<file path="src/rtl/dual_alu4_pkg.sv">
// Shared constants for the dual 4-bit ALU pad block: opcodes, pad field
// positions and packed result-word bit positions.
package dual_alu4_pkg;

    localparam int LANE_W   = 4;
    localparam int IO_W     = 38;
    localparam int OUT_W    = 15;

    // Operand/opcode pads occupy io_in[37:18]; PAD_BASE rebases them to bit 0.
    localparam int PAD_BASE = 18;
    localparam int ALU_IN_W = IO_W - PAD_BASE;

    localparam int PAD_A0_LSB   = 18;
    localparam int PAD_B0_LSB   = 22;
    localparam int PAD_A1_LSB   = 26;
    localparam int PAD_B1_LSB   = 30;
    localparam int PAD_SEL1_LSB = 34;
    localparam int PAD_SEL2_LSB = 36;

    localparam int OUT_C0     = 0;
    localparam int OUT_Z0     = 1;
    localparam int OUT_V0     = 2;
    localparam int OUT_R0_LSB = 3;
    localparam int OUT_C1     = 7;
    localparam int OUT_R1_LSB = 8;
    localparam int OUT_Z1     = 12;
    localparam int OUT_V1     = 13;
    localparam int OUT_CC     = 14;

    // Driven pads are io[0] and io[17:4]; every other pad stays an input.
    localparam logic [IO_W-1:0] IO_OEB_CONST = 38'h3F_FFFC_000E;

    typedef enum logic [1:0] {
        OP_ADD = 2'b00,
        OP_SUB = 2'b01,
        OP_AND = 2'b10,
        OP_OR  = 2'b11
    } alu_op_e;

endpackage

</file>
<file path="src/rtl/alu4_lane.sv">
// One combinational 4-bit ALU lane: add, subtract, and, or with C/Z/V flags.
module alu4_lane
    import dual_alu4_pkg::*;
(
    input  logic [LANE_W-1:0] a_i,
    input  logic [LANE_W-1:0] b_i,
    input  logic [1:0]        sel_i,
    output logic [LANE_W-1:0] r_o,
    output logic              c_o,
    output logic              z_o,
    output logic              v_o
);

    logic [LANE_W:0] sum_s;
    logic [LANE_W:0] diff_s;

    assign sum_s  = {1'b0, a_i} + {1'b0, b_i};
    assign diff_s = {1'b0, a_i} - {1'b0, b_i};

    // Opcode decode; for subtraction C means "no borrow" (A >= B).
    always_comb begin
        r_o = {LANE_W{1'b0}};
        c_o = 1'b0;
        v_o = 1'b0;
        case (alu_op_e'(sel_i))
            OP_ADD: begin
                r_o = sum_s[LANE_W-1:0];
                c_o = sum_s[LANE_W];
                v_o = (a_i[LANE_W-1] == b_i[LANE_W-1]) && (sum_s[LANE_W-1] != a_i[LANE_W-1]);
            end
            OP_SUB: begin
                r_o = diff_s[LANE_W-1:0];
                c_o = ~diff_s[LANE_W];
                v_o = (a_i[LANE_W-1] != b_i[LANE_W-1]) && (diff_s[LANE_W-1] != a_i[LANE_W-1]);
            end
            OP_AND:  r_o = a_i & b_i;
            OP_OR:   r_o = a_i | b_i;
            default: r_o = {LANE_W{1'b0}};
        endcase
        z_o = (r_o == {LANE_W{1'b0}});
    end

endmodule

</file>
<file path="src/rtl/dual_alu4_io.sv">
// Two independent ALU lanes between user IO pads, with a registered packed result.
// Define ALU_IN_SYNC_EN to add a 2-flop input synchronizer (latency 3 instead of 1).
module dual_alu4_io
    import dual_alu4_pkg::*;
(
    input  logic            wb_clk_i,
    input  logic            wb_rst_ni,
    input  logic [IO_W-1:0] io_in,
    output logic [IO_W-1:0] io_out,
    output logic [IO_W-1:0] io_oeb
);

    logic [ALU_IN_W-1:0] alu_in_s;
    logic                unused_pads_s;

    assign unused_pads_s = ^io_in[PAD_BASE-1:0];

`ifdef ALU_IN_SYNC_EN
    logic [ALU_IN_W-1:0] sync1_q;
    logic [ALU_IN_W-1:0] sync2_q;

    // Two-stage synchronizer on the operand/opcode pads.
    always_ff @(posedge wb_clk_i or negedge wb_rst_ni) begin
        if (!wb_rst_ni) begin
            sync1_q <= {ALU_IN_W{1'b0}};
            sync2_q <= {ALU_IN_W{1'b0}};
        end else begin
            sync1_q <= io_in[IO_W-1:PAD_BASE];
            sync2_q <= sync1_q;
        end
    end

    assign alu_in_s = sync2_q;
`else
    assign alu_in_s = io_in[IO_W-1:PAD_BASE];
`endif

    logic [LANE_W-1:0] r0_s, r1_s;
    logic              c0_s, z0_s, v0_s;
    logic              c1_s, z1_s, v1_s;

    alu4_lane u_lane0 (
        .a_i   (alu_in_s[PAD_A0_LSB-PAD_BASE +: LANE_W]),
        .b_i   (alu_in_s[PAD_B0_LSB-PAD_BASE +: LANE_W]),
        .sel_i (alu_in_s[PAD_SEL1_LSB-PAD_BASE +: 2]),
        .r_o   (r0_s),
        .c_o   (c0_s),
        .z_o   (z0_s),
        .v_o   (v0_s)
    );

    alu4_lane u_lane1 (
        .a_i   (alu_in_s[PAD_A1_LSB-PAD_BASE +: LANE_W]),
        .b_i   (alu_in_s[PAD_B1_LSB-PAD_BASE +: LANE_W]),
        .sel_i (alu_in_s[PAD_SEL2_LSB-PAD_BASE +: 2]),
        .r_o   (r1_s),
        .c_o   (c1_s),
        .z_o   (z1_s),
        .v_o   (v1_s)
    );

    logic [OUT_W-1:0] out_d;
    logic [OUT_W-1:0] out_q;

    // Pack both lanes into the 15-bit result word checked at chip level.
    always_comb begin
        out_d                             = {OUT_W{1'b0}};
        out_d[OUT_C0]                     = c0_s;
        out_d[OUT_Z0]                     = z0_s;
        out_d[OUT_V0]                     = v0_s;
        out_d[OUT_R0_LSB +: LANE_W]       = r0_s;
        out_d[OUT_C1]                     = c1_s;
        out_d[OUT_R1_LSB +: LANE_W]       = r1_s;
        out_d[OUT_Z1]                     = z1_s;
        out_d[OUT_V1]                     = v1_s;
        out_d[OUT_CC]                     = c0_s & c1_s;
    end

    // Result register; the only state in the default build.
    always_ff @(posedge wb_clk_i or negedge wb_rst_ni) begin
        if (!wb_rst_ni) begin
            out_q <= {OUT_W{1'b0}};
        end else begin
            out_q <= out_d;
        end
    end

    assign io_out = {20'b0, out_q[OUT_W-1:1], 3'b000, out_q[0]};
    assign io_oeb = IO_OEB_CONST;

endmodule

</file>
<file path="config.mk">
export PLATFORM = sky130hd
export DESIGN_NAME = dual_alu4_io
export DESIGN_NICKNAME = d
export VERILOG_FILES = /design/src/rtl/dual_alu4_pkg.sv /design/src/rtl/alu4_lane.sv /design/src/rtl/dual_alu4_io.sv
export SDC_FILE = /design/constraint.sdc
export NUM_CORES = 1
export LEC_CHECK = 0
export ABC_AREA = 1
export BUFFER_PORTS_ARGS = -buffer_cell sky130_fd_sc_hd__clkbuf_2
export CAP_MARGIN = 10
export CORE_UTILIZATION = 45
export DETAILED_ROUTE_END_ITERATION = 7
export PLACE_DENSITY = 0.9
export SETUP_SLACK_MARGIN = 0.05
export SKIP_CTS_REPAIR_TIMING = 1
export SLEW_MARGIN = 20
export SYNTH_ARGS = -nofsm -noshare
export SYNTH_HDL_FRONTEND = slang
export SYNTH_HIERARCHICAL = 1
export SYNTH_SLANG_ARGS = --single-unit
</file>
<file path="constraint.sdc">
create_clock -name wb_clk_i -period 0.8 [get_ports wb_clk_i]
set_input_delay 0.04 -clock wb_clk_i [delete_from_list [all_inputs] [get_ports wb_clk_i]]
set_output_delay 0.04 -clock wb_clk_i [all_outputs]
set_load 0.05 [all_outputs]
</file>
# ---- After elaboration in Yosys (flattened, before gate mapping)
# Index checks and enable logic that the tools add are counted.
# Widths: inputs -> output; s select.
dict set report totals {
  regBits 15
  input_bits 40
  output_inout_bits 76
  elab_cells 40
}
dict set report classes {
  n_bitwise 7
  eq_ne 14
  reduce_logical 8
  muxes 6
  n_addsub 4
}
# operator count
set op_table {}
lappend op_table {{$pmux 4 s4} 2}
lappend op_table {{$add 4x4->5} 2}
lappend op_table {{$sub 4x4->5} 2}
lappend op_table {{$and 4x4->4} 2}
lappend op_table {{$eq 2x2->1 const B} 4}
lappend op_table {{$logic_not 4->1} 2}
lappend op_table {{$or 4x4->4} 2}
lappend op_table {{$pmux 1 s2} 4}
lappend op_table {{$ne 1x1->1} 6}
lappend op_table {{$eq 2x1->1 const B} 2}
lappend op_table {{$logic_and 1x1->1} 4}
lappend op_table {{$logic_not 2->1} 2}
lappend op_table {{$eq 1x1->1} 2}
lappend op_table {{$not 1->1} 2}
lappend op_table {{$and 1x1->1} 1}

# ---- Logic depth before layout (Yosys ltp)
# Gate-level depths: netlist of the first run.
dict set report depth {
  ltp_word 4
  ltp_mapped 11
  depth_no_buf 11
}

# ---- Modules after synthesis
# The synthesis of the first run kept the hierarchy.
# module n_inst area_each_um2 cells_per_inst seq_area_each_um2
set modules_own_cells {}
lappend modules_own_cells {dual_alu4_io 1 848.3 80 375.4}
lappend modules_own_cells {{alu4_lane at u_lane0} 1 580.6 99 0.0}
lappend modules_own_cells {{alu4_lane at u_lane1} 1 573.0 99 0.0}

# ---- Worst setup path before layout of the first run
# OpenSTA, ideal clock, no wires.
dict set report synth_path {
  path_type {input to register}
  start {input io_in[26]}
  end {register out_q[12]}
  arrival_time_ns 1.173
  stages 8
  path_slack_ns -0.436
  t_required_ns 0.737
  n_path_buf 0
  setup_time_ns 0.063
  cell_sequence {ha_1 > fa_1 > or2_1 > nand3_1 > nand3_2 > nor2_1 > nand2_1 > inv_1}
}
dict set report synth_between {
  elab_chain_cells 3
  elab_cells_between_ends 6
  cone_classes {2 x add/sub; 1 x mux; 2 x bitwise; 1 x reduce/logical}
}
# item line_no
set synth_lines {}
lappend synth_lines {{from (decl)} dual_alu4_io.sv:8} ;# input logic [IO_W-1:0] io_in,
lappend synth_lines {{$sub 4x4->5 / $add 4x4->5 (equally long branches)} {alu4_lane.sv:18, alu4_lane.sv:17}}
lappend synth_lines {{$pmux 4 s4 *} alu4_lane.sv:25} ;# case (alu_op_e'(sel_i))
lappend synth_lines {{named net out_d[10]} dual_alu4_io.sv:62} ;# logic [OUT_W-1:0] out_d;
lappend synth_lines {{$logic_not 4->1 *} alu4_lane.sv:40} ;# z_o = (r_o == {LANE_W{1'b0}});
lappend synth_lines {{named net out_d[12]} dual_alu4_io.sv:62}
lappend synth_lines {{to (signal assigned)} dual_alu4_io.sv:82} ;# out_q <= {OUT_W{1'b0}};
lappend synth_lines {{to (signal assigned)} dual_alu4_io.sv:84} ;# out_q <= out_d;
lappend synth_lines {{to (decl)} dual_alu4_io.sv:63} ;# logic [OUT_W-1:0] out_q;
# Mark *: on every way through the listed nets, which the timed path passes. The rest lies on a longest branch.

# ---- Final worst setup path of the first run
dict set report layout_path {
  start {input io_in[26]}
  end {register out_q[12]}
}
dict set report layout_between {
  elab_chain_cells 3
  elab_cells_between_ends 6
  cone_classes {2 x add/sub; 1 x mux; 2 x bitwise; 1 x reduce/logical}
}
# item line_no
set layout_lines {}
lappend layout_lines {{$sub 4x4->5, or another cell as far along} alu4_lane.sv:18} ;# assign diff_s = {1'b0, a_i} - {1'b0, b_i};
lappend layout_lines {{$pmux 4 s4 *} alu4_lane.sv:25}
lappend layout_lines {{$logic_not 4->1 *} alu4_lane.sv:40}
lappend layout_lines {{named net out_d[12]} dual_alu4_io.sv:62}
# Marks and branches as above.

==> results of run 1 <==
[critical path: cells and delay by family]
| kind | cells | cell delay, ns |
|---|---|---|
| adders and majority gates | 2 | 0.65 |
| and+or+nand+nor | 5 | 0.30 |
| buffers and inverters | 5 | 0.27 |
[Yosys cell counts (4+ instances only)]
cell type	n	area share, %
o21ai_1	5	1.2
nand2_1	43	8.1
ha_1	24	15
nor2_1	16	3.0
o21ai_0	5	1.2
nor2_2	4	1.2
fa_1	4	4.0
a21oi_1	8	2.0
inv_2	7	1.3
nand3b_1	4	1.5
buf_4	61	23
nand3_1	26	6.5
dfrtp_1	15	19
inv_1	42	7.9
[per-layer routing]
metal,vias up,track usage [%],routed length (um)
li1,860,-,-
met1,839,19.8,1800
met2,105,30.3,2630
met3,13,2.14,321
met4,0,7.14,98
met5,-,0,0
[cells by family after synthesis]
logic type / Yosys count / synth area share (%)
adders and majority gates: 28 / 19.0
AOI/OAI and AO/OA: 20 / 5.75
buffers and inverters: 114 / 33.6
and+or+nand+nor: 99 / 22.6
other: 2 / 0.375
DFF: 15 / 18.8
[final timing paths]
path,from,to,slack [ns]
setup / recovery,io_in[26],out_q[12],-0.31
hold / removal,io_in[21],out_q[2],0.15
max in group asynchronous,wb_rst_ni,out_q[2],0.31
min in group asynchronous,wb_rst_ni,out_q[10],0.24
[per-stage QoR]
stage / total power [mW] / TNS [ns] / utilization (%) / setup slack, ns
floorplan: 2.58 / -2.27 / - / -0.330
global placement: 2.75 / -6.67 / 57.1 / -0.600
detailed placement: 2.79 / -7.09 / 57.1 / -0.661
CTS: 3.39 / -4.43 / 58.2 / -0.400
global route: 4.09 / -3.41 / 69.7 / -0.360
finish: 3.87 / -2.50 / 69.7 / -0.312
[power groups by stage]
| stage | combinational [mW] | clock [mW] | sequential [mW] |
|---|---|---|---|
| global placement | 1.88 | 0 | 0.870 |
| finish | 2.38 | 0.609 | 0.878 |
| CTS | 1.92 | 0.607 | 0.860 |
| detailed placement | 1.92 | 0 | 0.873 |
| floorplan | 1.41 | 0 | 1.17 |
| global route | 2.53 | 0.673 | 0.889 |
[cell type report]
class / instances / share of cell area, %
Clock buffer: 4 / 1.56
Inverter: 51 / 8.97
Multi-Input combinational cell: 208 / 51.5
Sequential cell: 15 / 13.0
Tap cell: 50 / 2.17
Timing Repair Buffer: 69 / 22.8
==> run metrics, run 1 <==
Final min period 1.11 ns; Nets 416; Cells after Synth 278; Clock Tree Root clkbuf_8; I/O pin count 116; CP Data Arrival Time 1.26 ns; crit path max fanout 2; RSZ-0062 raised after global routing yes; crit path kind primary input to register; Pins Over Slew Limit 0; Residual DRC 0; Total GRT Usage 16.8%; switching share of power 49.7%; Ys Warns 6; Core ar. 0.00414 mm2; Hold WS 0.152 ns; largest net degree at the start of global routing 16; peak supply drop 609 uV; hpwl dp 3190 um; worst hold path type primary input to register; multi-input logic area 0.00149 mm2; share of cells above drive strength 1 45.2%; gr ovfl total 0; Die Y 68.7 um; vias per cell 4.58; CTS clk-pin slew, worst paths 0.06 ns; Cell Area, Synth 0.00200 mm2; Async SR Flop Fraction 100%; maximum clock path buffer count 2; most frequent cells in the layout conb_1 (61), buf_4 (31), nand2_1 (28); post-synthesis register bit count 15; n_diodes 0; vias in the first global route 1,449; logic gate share of total power 61.5%; Max-cap violations 0; CP max stage cell fa_2; Primary FF master, synth dfrtp_1; Final period util 139%; Reg power frac 22.7%; final RePlAce weighted congestion 0.903; Post-DRT Antenna Nets 0; Internal 1.95 mW; DR pass1 iterations 4; final hold violation count 0; number of enable flip-flop cells after synthesis 0; max incr delay on CP 0.53 ns; CP Cell Sequence buf_12 -> inv_12 -> ha_4 -> inv_2 -> fa_2 -> inv_2 -> nor2_2 -> nor2_2 -> nand3_1 -> nor2_1 -> nand2_1 -> inv_1; final wirelength 4840 um; Leak 1.52 nW; row count 23; Sw Pwr 1.92 mW; Synth cell types 22; post-placement cell count 386; Chip Width 68.7 um; nature of the critical path startpoint primary input; Fill cells 311; Seq/Total Area, Yosys 18.8%; max reg flops 15; f_max 899 MHz; Post-Layout Inst Area 0.00289 mm2; Non-Filler Instances 397; Hold Path Depth 4; final setup fails 28; # clock sinks 15; sequential cell area 375 um2; critical path endpoint category register; commonest non-fill, non-tap cell in the layout conb_1; CTS Buf Count 3; Post-DP Area 0.00237 mm2; wire length per cell after detailed routing 12.2 um; Power Dens Cells 1340 mW/mm2; global-route wire length before repair 6000 um; starting density of the core 48.3%; Worst EP required 0.95 ns; Final WS setup -0.312 ns; H-Tree Depth 1; failing checks negative setup slack; initial antenna violation count 0; status finished, violations left; Clock power frac 15.8%; PortBufs 36; Syn Area/Cell 7.20 um2; die area 0.00472 mm2; Vias 1,817; CTS tree built; Syn-to-layout area delta 44.2%; DR iter-0 viols 115; Largest Register out_q; biggest regs out_q (15)
Note: power is estimated with default switching activity, not from simulation.
==> run 2: changes to the inputs <==
Settings changed: SKIP_CTS_REPAIR_TIMING 1 to unset.
==> run metrics, run 2 (same netlist as run 1, synthesis figures left out) <==
peak supply drop 520 uV (-15%); global-route wire length before repair 7090 um (+18%); gr ovfl total 0 (unchanged); commonest non-fill, non-tap cell in the layout conb_1; n_diodes 0 (unchanged); DR pass1 iterations 4 (unchanged); Chip Width 68.7 um (unchanged); final wirelength 4730 um (-2.4%); RSZ-0062 raised after global routing yes; Hold WS 0.151 ns (-0.000657 ns); Syn-to-layout area delta 48.1%; nature of the critical path startpoint primary input; Leak 1.56 nW (+2.6%); max reg flops 15 (unchanged); max incr delay on CP 0.43 ns (-0.10 ns); vias per cell 4.54 (-0.88%); vias in the first global route 1,634 (+13%); status finished, violations left; CTS tree built; Max-cap violations 0 (unchanged); H-Tree Depth 1 (unchanged); PortBufs 36 (unchanged); die area 0.00472 mm2 (unchanged); CP max stage cell fa_1; Worst EP required 0.99 ns (+0.04 ns); f_max 881 MHz (-2.1%); Core ar. 0.00414 mm2 (unchanged); crit path kind primary input to register; Pins Over Slew Limit 0 (unchanged); # clock sinks 15 (unchanged); CP Data Arrival Time 1.33 ns (+0.07 ns); Final min period 1.14 ns (+0.0235 ns); hpwl dp 3190 um (unchanged); share of cells above drive strength 1 42.6% (-2.6 points); largest net degree at the start of global routing 16 (unchanged); delay-heaviest family, CP adder cells; failing checks negative setup slack; multi-input logic area 0.00147 mm2 (-0.93%); final RePlAce weighted congestion 0.903 (unchanged); Power Dens Cells 1310 mW/mm2 (-1.9%); Fill cells 295 (-5.1%); Largest Register out_q; Vias 1,792 (-1.4%); final hold violation count 0 (unchanged); CTS Buf Count 3 (unchanged); Nets 414 (-0.48%); final setup fails 28 (unchanged); Total GRT Usage 20.0% (+3.2 points); Clock Tree Root clkbuf_8; Residual DRC 0 (unchanged); initial antenna violation count 0 (unchanged); wire length per cell after detailed routing 12.0 um (-1.9%); biggest regs out_q (15); most frequent cells in the layout conb_1 (61), nand2_1 (31), buf_4 (28); Buf/Inv on CP 5 (unchanged); starting density of the core 48.3% (unchanged); Post-DRT Antenna Nets 0 (unchanged); worst hold path type primary input to register; critical path endpoint category register; CTS clk-pin slew, worst paths 0.05 ns (about the same); sequential cell area 375 um2 (unchanged); Final period util 142% (+2.9 points); setup TNS -2.78 ns (-0.277 ns); Non-Filler Instances 395 (-0.50%); post-placement cell count 386 (unchanged); I/O pin count 116 (unchanged); post-place setup slack -0.661 ns (unchanged); CP Cell Sequence clkbuf_16 -> inv_12 -> ha_4 -> inv_2 -> fa_1 -> inv_1 -> nor2_2 -> nor2_2 -> nand3_1 -> nor2_1 -> nand2_1 -> inv_1; Final WS setup -0.335 ns (-0.0235 ns); Die Y 68.7 um (unchanged); row count 23 (unchanged); crit path max fanout 2 (unchanged); DR iter-0 viols 106 (-7.8%); maximum clock path buffer count 2 (unchanged)
-- run 2: layer usage --
metal	wire, um	GRT usage [%]	up-vias	part of all wire [%]
met5	0	0	-	0
met3	306	3.62	7	6.5
li1	-	-	857	-
met2	2640	36.4	95	56
met1	1700	21.6	833	36
met4	76	11.0	0	1.6
-- run 2: per-stage QoR --
step	util [%]	cell area, um2	total power [mW]
after floorplan	-	2400	2.58
after global placement	57.1	2370	2.75
after detailed placement	57.1	2370	2.79
after CTS	67.8	2810	3.66
after global routing	71.5	2960	4.12
final	71.5	2960	3.89
-- run 2: cell type report --
type                            count  share of cell area (%)
Multi-Input combinational cell    208                    49.7
Timing Repair Buffer               67                    25.3
Sequential cell                    15                    12.7
Inverter                           51                    8.74
Tap cell                           50                    2.11
Clock buffer                        4                    1.52
-- run 2: report_power, final --
part / internal (mW) / switching, mW
Clock: 0.353 / 0.249
Sequential: 0.841 / 0.0569
Combinational: 0.797 / 1.60
Total: 1.99 / 1.90
-- run 2: worst paths after layout --
path                           start         to  slack (ns)  depth (start not counted)
hold / removal             io_in[21]   out_q[2]        0.15                          4
setup / recovery           io_in[18]   out_q[1]       -0.34                         12
min in group asynchronous  wb_rst_ni  out_q[12]        0.23                          2
max in group asynchronous  wb_rst_ni   out_q[2]        0.31                          2
-- run 2: timing repair --
| item | CTS | global route |
|---|---|---|
| hold buffers | 1 | 0 |
| pin swaps | 24 | 17 |
| setup endpoints to repair | 30 | 30 |
| endpoints found under the hold margin | 15 | 0 |
| gates resized for setup | 73 | 54 |
| buffers inserted | 1 | 4 |
-- run 2: worst min-delay path, cell delays in order --
cell and delay [ns]:
clkbuf_2 0.09, buf_4 0.13, o21ai_1 0.07, nand2_1 0.05
==> run 3: changes to the inputs <==
Settings changed: CORE_MARGIN set to 4.
==> run metrics, run 3 (same netlist as run 1, synthesis figures left out) <==
Total GRT Usage 16.5% (-3.5 points); Internal 1.95 mW (-2.1%); gr ovfl total 0 (unchanged); Clock Tree Root clkbuf_8; max reg flops 15 (unchanged); Core ar. 0.00414 mm2 (unchanged); final wirelength 4920 um (+4.0%); Hold WS 0.144 ns (-0.00789 ns); Chip Width 74.7 um (+8.7%); final hold violation count 0 (unchanged); DR pass1 iterations 4 (unchanged); Final period util 139% (-2.8 points); vias per cell 4.60 (+1.5%); wire length per cell after detailed routing 12.5 um (+4.3%); final setup fails 28 (unchanged); critical path endpoint category register; status finished, violations left; Final WS setup -0.313 ns (+0.0221 ns); CTS Buf Count 3 (unchanged); row count 23 (unchanged); Syn-to-layout area delta 46.0%; H-Tree Depth 1 (unchanged); CP Cell Sequence clkbuf_16 -> inv_12 -> ha_4 -> inv_2 -> fa_2 -> inv_2 -> nor2_2 -> nor2_2 -> nand3_1 -> nor2_1 -> nand2_1 -> inv_1; failing checks negative setup slack; commonest non-fill, non-tap cell in the layout conb_1; initial antenna violation count 0 (unchanged); crit path max fanout 2 (unchanged); most frequent cells in the layout conb_1 (61), nand2_1 (29), inv_1 (27); Largest Register out_q; global-route wire length before repair 7340 um (+3.6%); Pins Over Slew Limit 0 (unchanged); max incr delay on CP 0.52 ns (+0.09 ns); I/O pin count 116 (unchanged); switching share of power 49.1% (+0.20 points); CTS clk-pin slew, worst paths 0.05 ns (about the same); Leak 1.55 nW (-0.76%); final RePlAce weighted congestion 0.876 (-2.9%); # clock sinks 15 (unchanged); crit path kind primary input to register; delay-heaviest family, CP adder cells; CP max stage cell fa_2; Sw Pwr 1.88 mW (-1.3%); Die Y 74.7 um (+8.7%); CTS tree built; vias in the first global route 1,635 (+0.061%); biggest regs out_q (15); share of cells above drive strength 1 41.9% (-0.75 points); RSZ-0062 raised after global routing yes; f_max 898 MHz (+2.0%); largest net degree at the start of global routing 16 (unchanged); Power Dens Cells 1310 mW/mm2 (-0.33%); Vias 1,814 (+1.2%); Worst EP required 0.93 ns (-0.06 ns); Buf/Inv on CP 5 (unchanged); starting density of the core 48.3% (unchanged); DR iter-0 viols 147 (+39%); logic gate share of total power 61.5% (about the same); peak supply drop 546 uV (+4.9%); Max-cap violations 0 (unchanged); worst hold path type primary input to register; nature of the critical path startpoint primary input; Nets 413 (-0.24%); die area 0.00558 mm2 (+18%); Final Power 3.83 mW (-1.7%); Final min period 1.11 ns (-0.0221 ns); PortBufs 36 (unchanged); CP Data Arrival Time 1.24 ns (-0.09 ns); Post-DRT Antenna Nets 0 (unchanged); maximum clock path buffer count 2 (unchanged); Clock power frac 15.0% (-0.5 points); Residual DRC 0 (unchanged); Reg power frac 23.5% (+0.4 points); n_diodes 0 (unchanged); hpwl dp 3500 um (+9.5%)
-- run 3: layout make-up --
type / instances / area (um2)
inverter: 51 / 256
clock buffer: 3 / 41.3
clock inverter: 1 / 5.00
timing repair buffer: 66 / 726
fill: 279 / 1220
tap: 50 / 62.6
sequential: 15 / 375
multi-input combinational: 208 / 1460
-- run 3: per-stage QoR --
stage                     utilization (%)  instance area [um2]  cells  setup WS (ns)  TNS (ns)
after global placement               56.8                 2350    386         -0.596     -6.65
final                                70.5                 2920    394         -0.313     -2.57
after CTS                            67.9                 2810    392         -0.291     -2.33
after global routing                 70.5                 2920    394         -0.386     -3.58
after detailed placement             56.8                 2350    386         -0.625     -7.00
after floorplan                         -                 2400    337         -0.330     -2.27
-- run 3: power groups by stage --
stage                     sequential, mW  combinational (mW)  clock (mW)
after floorplan                     1.17                1.41           0
after global placement             0.870                1.87           0
after detailed placement           0.873                1.90           0
after CTS                          0.872                2.18       0.595
after global routing               0.905                2.49       0.637
final                              0.898                2.35       0.574
-- run 3: final timing paths --
check,startpoint,to,slack [ns],depth (start not counted)
min in group asynchronous,wb_rst_ni,out_q[14],0.23,2
max,io_in[26],out_q[12],-0.31,12
min,io_in[29],out_q[13],0.14,5
max in group asynchronous,wb_rst_ni,out_q[13],0.31,2
-- run 3: tightest hold or removal path: cells and delay by family --
kind | cells | cell delay, ns
simple gates | 3 | 0.17
buf+inv | 2 | 0.14
-- run 3: what timing repair did --
item / 4_1_cts / 5_1_grt
gates resized for setup: 78 / 40
pin swaps: 19 / 14
hold buffers: 1 / 0
buffers inserted: 1 / 2
endpoints found under the setup margin: 30 / 30
hold endpoints to repair: 15 / 0
-- run 3: per-layer routing --
| metal | up-vias | global-route usage [%] | part of all wire (%) |
|---|---|---|---|
| met2 | 125 | 30.4 | 53 |
| met5 | - | 0 | 0 |
| li1 | 856 | - | - |
| met3 | 19 | 2.27 | 9.4 |
| met1 | 814 | 19.2 | 36 |
| met4 | 0 | 6.32 | 2.1 |
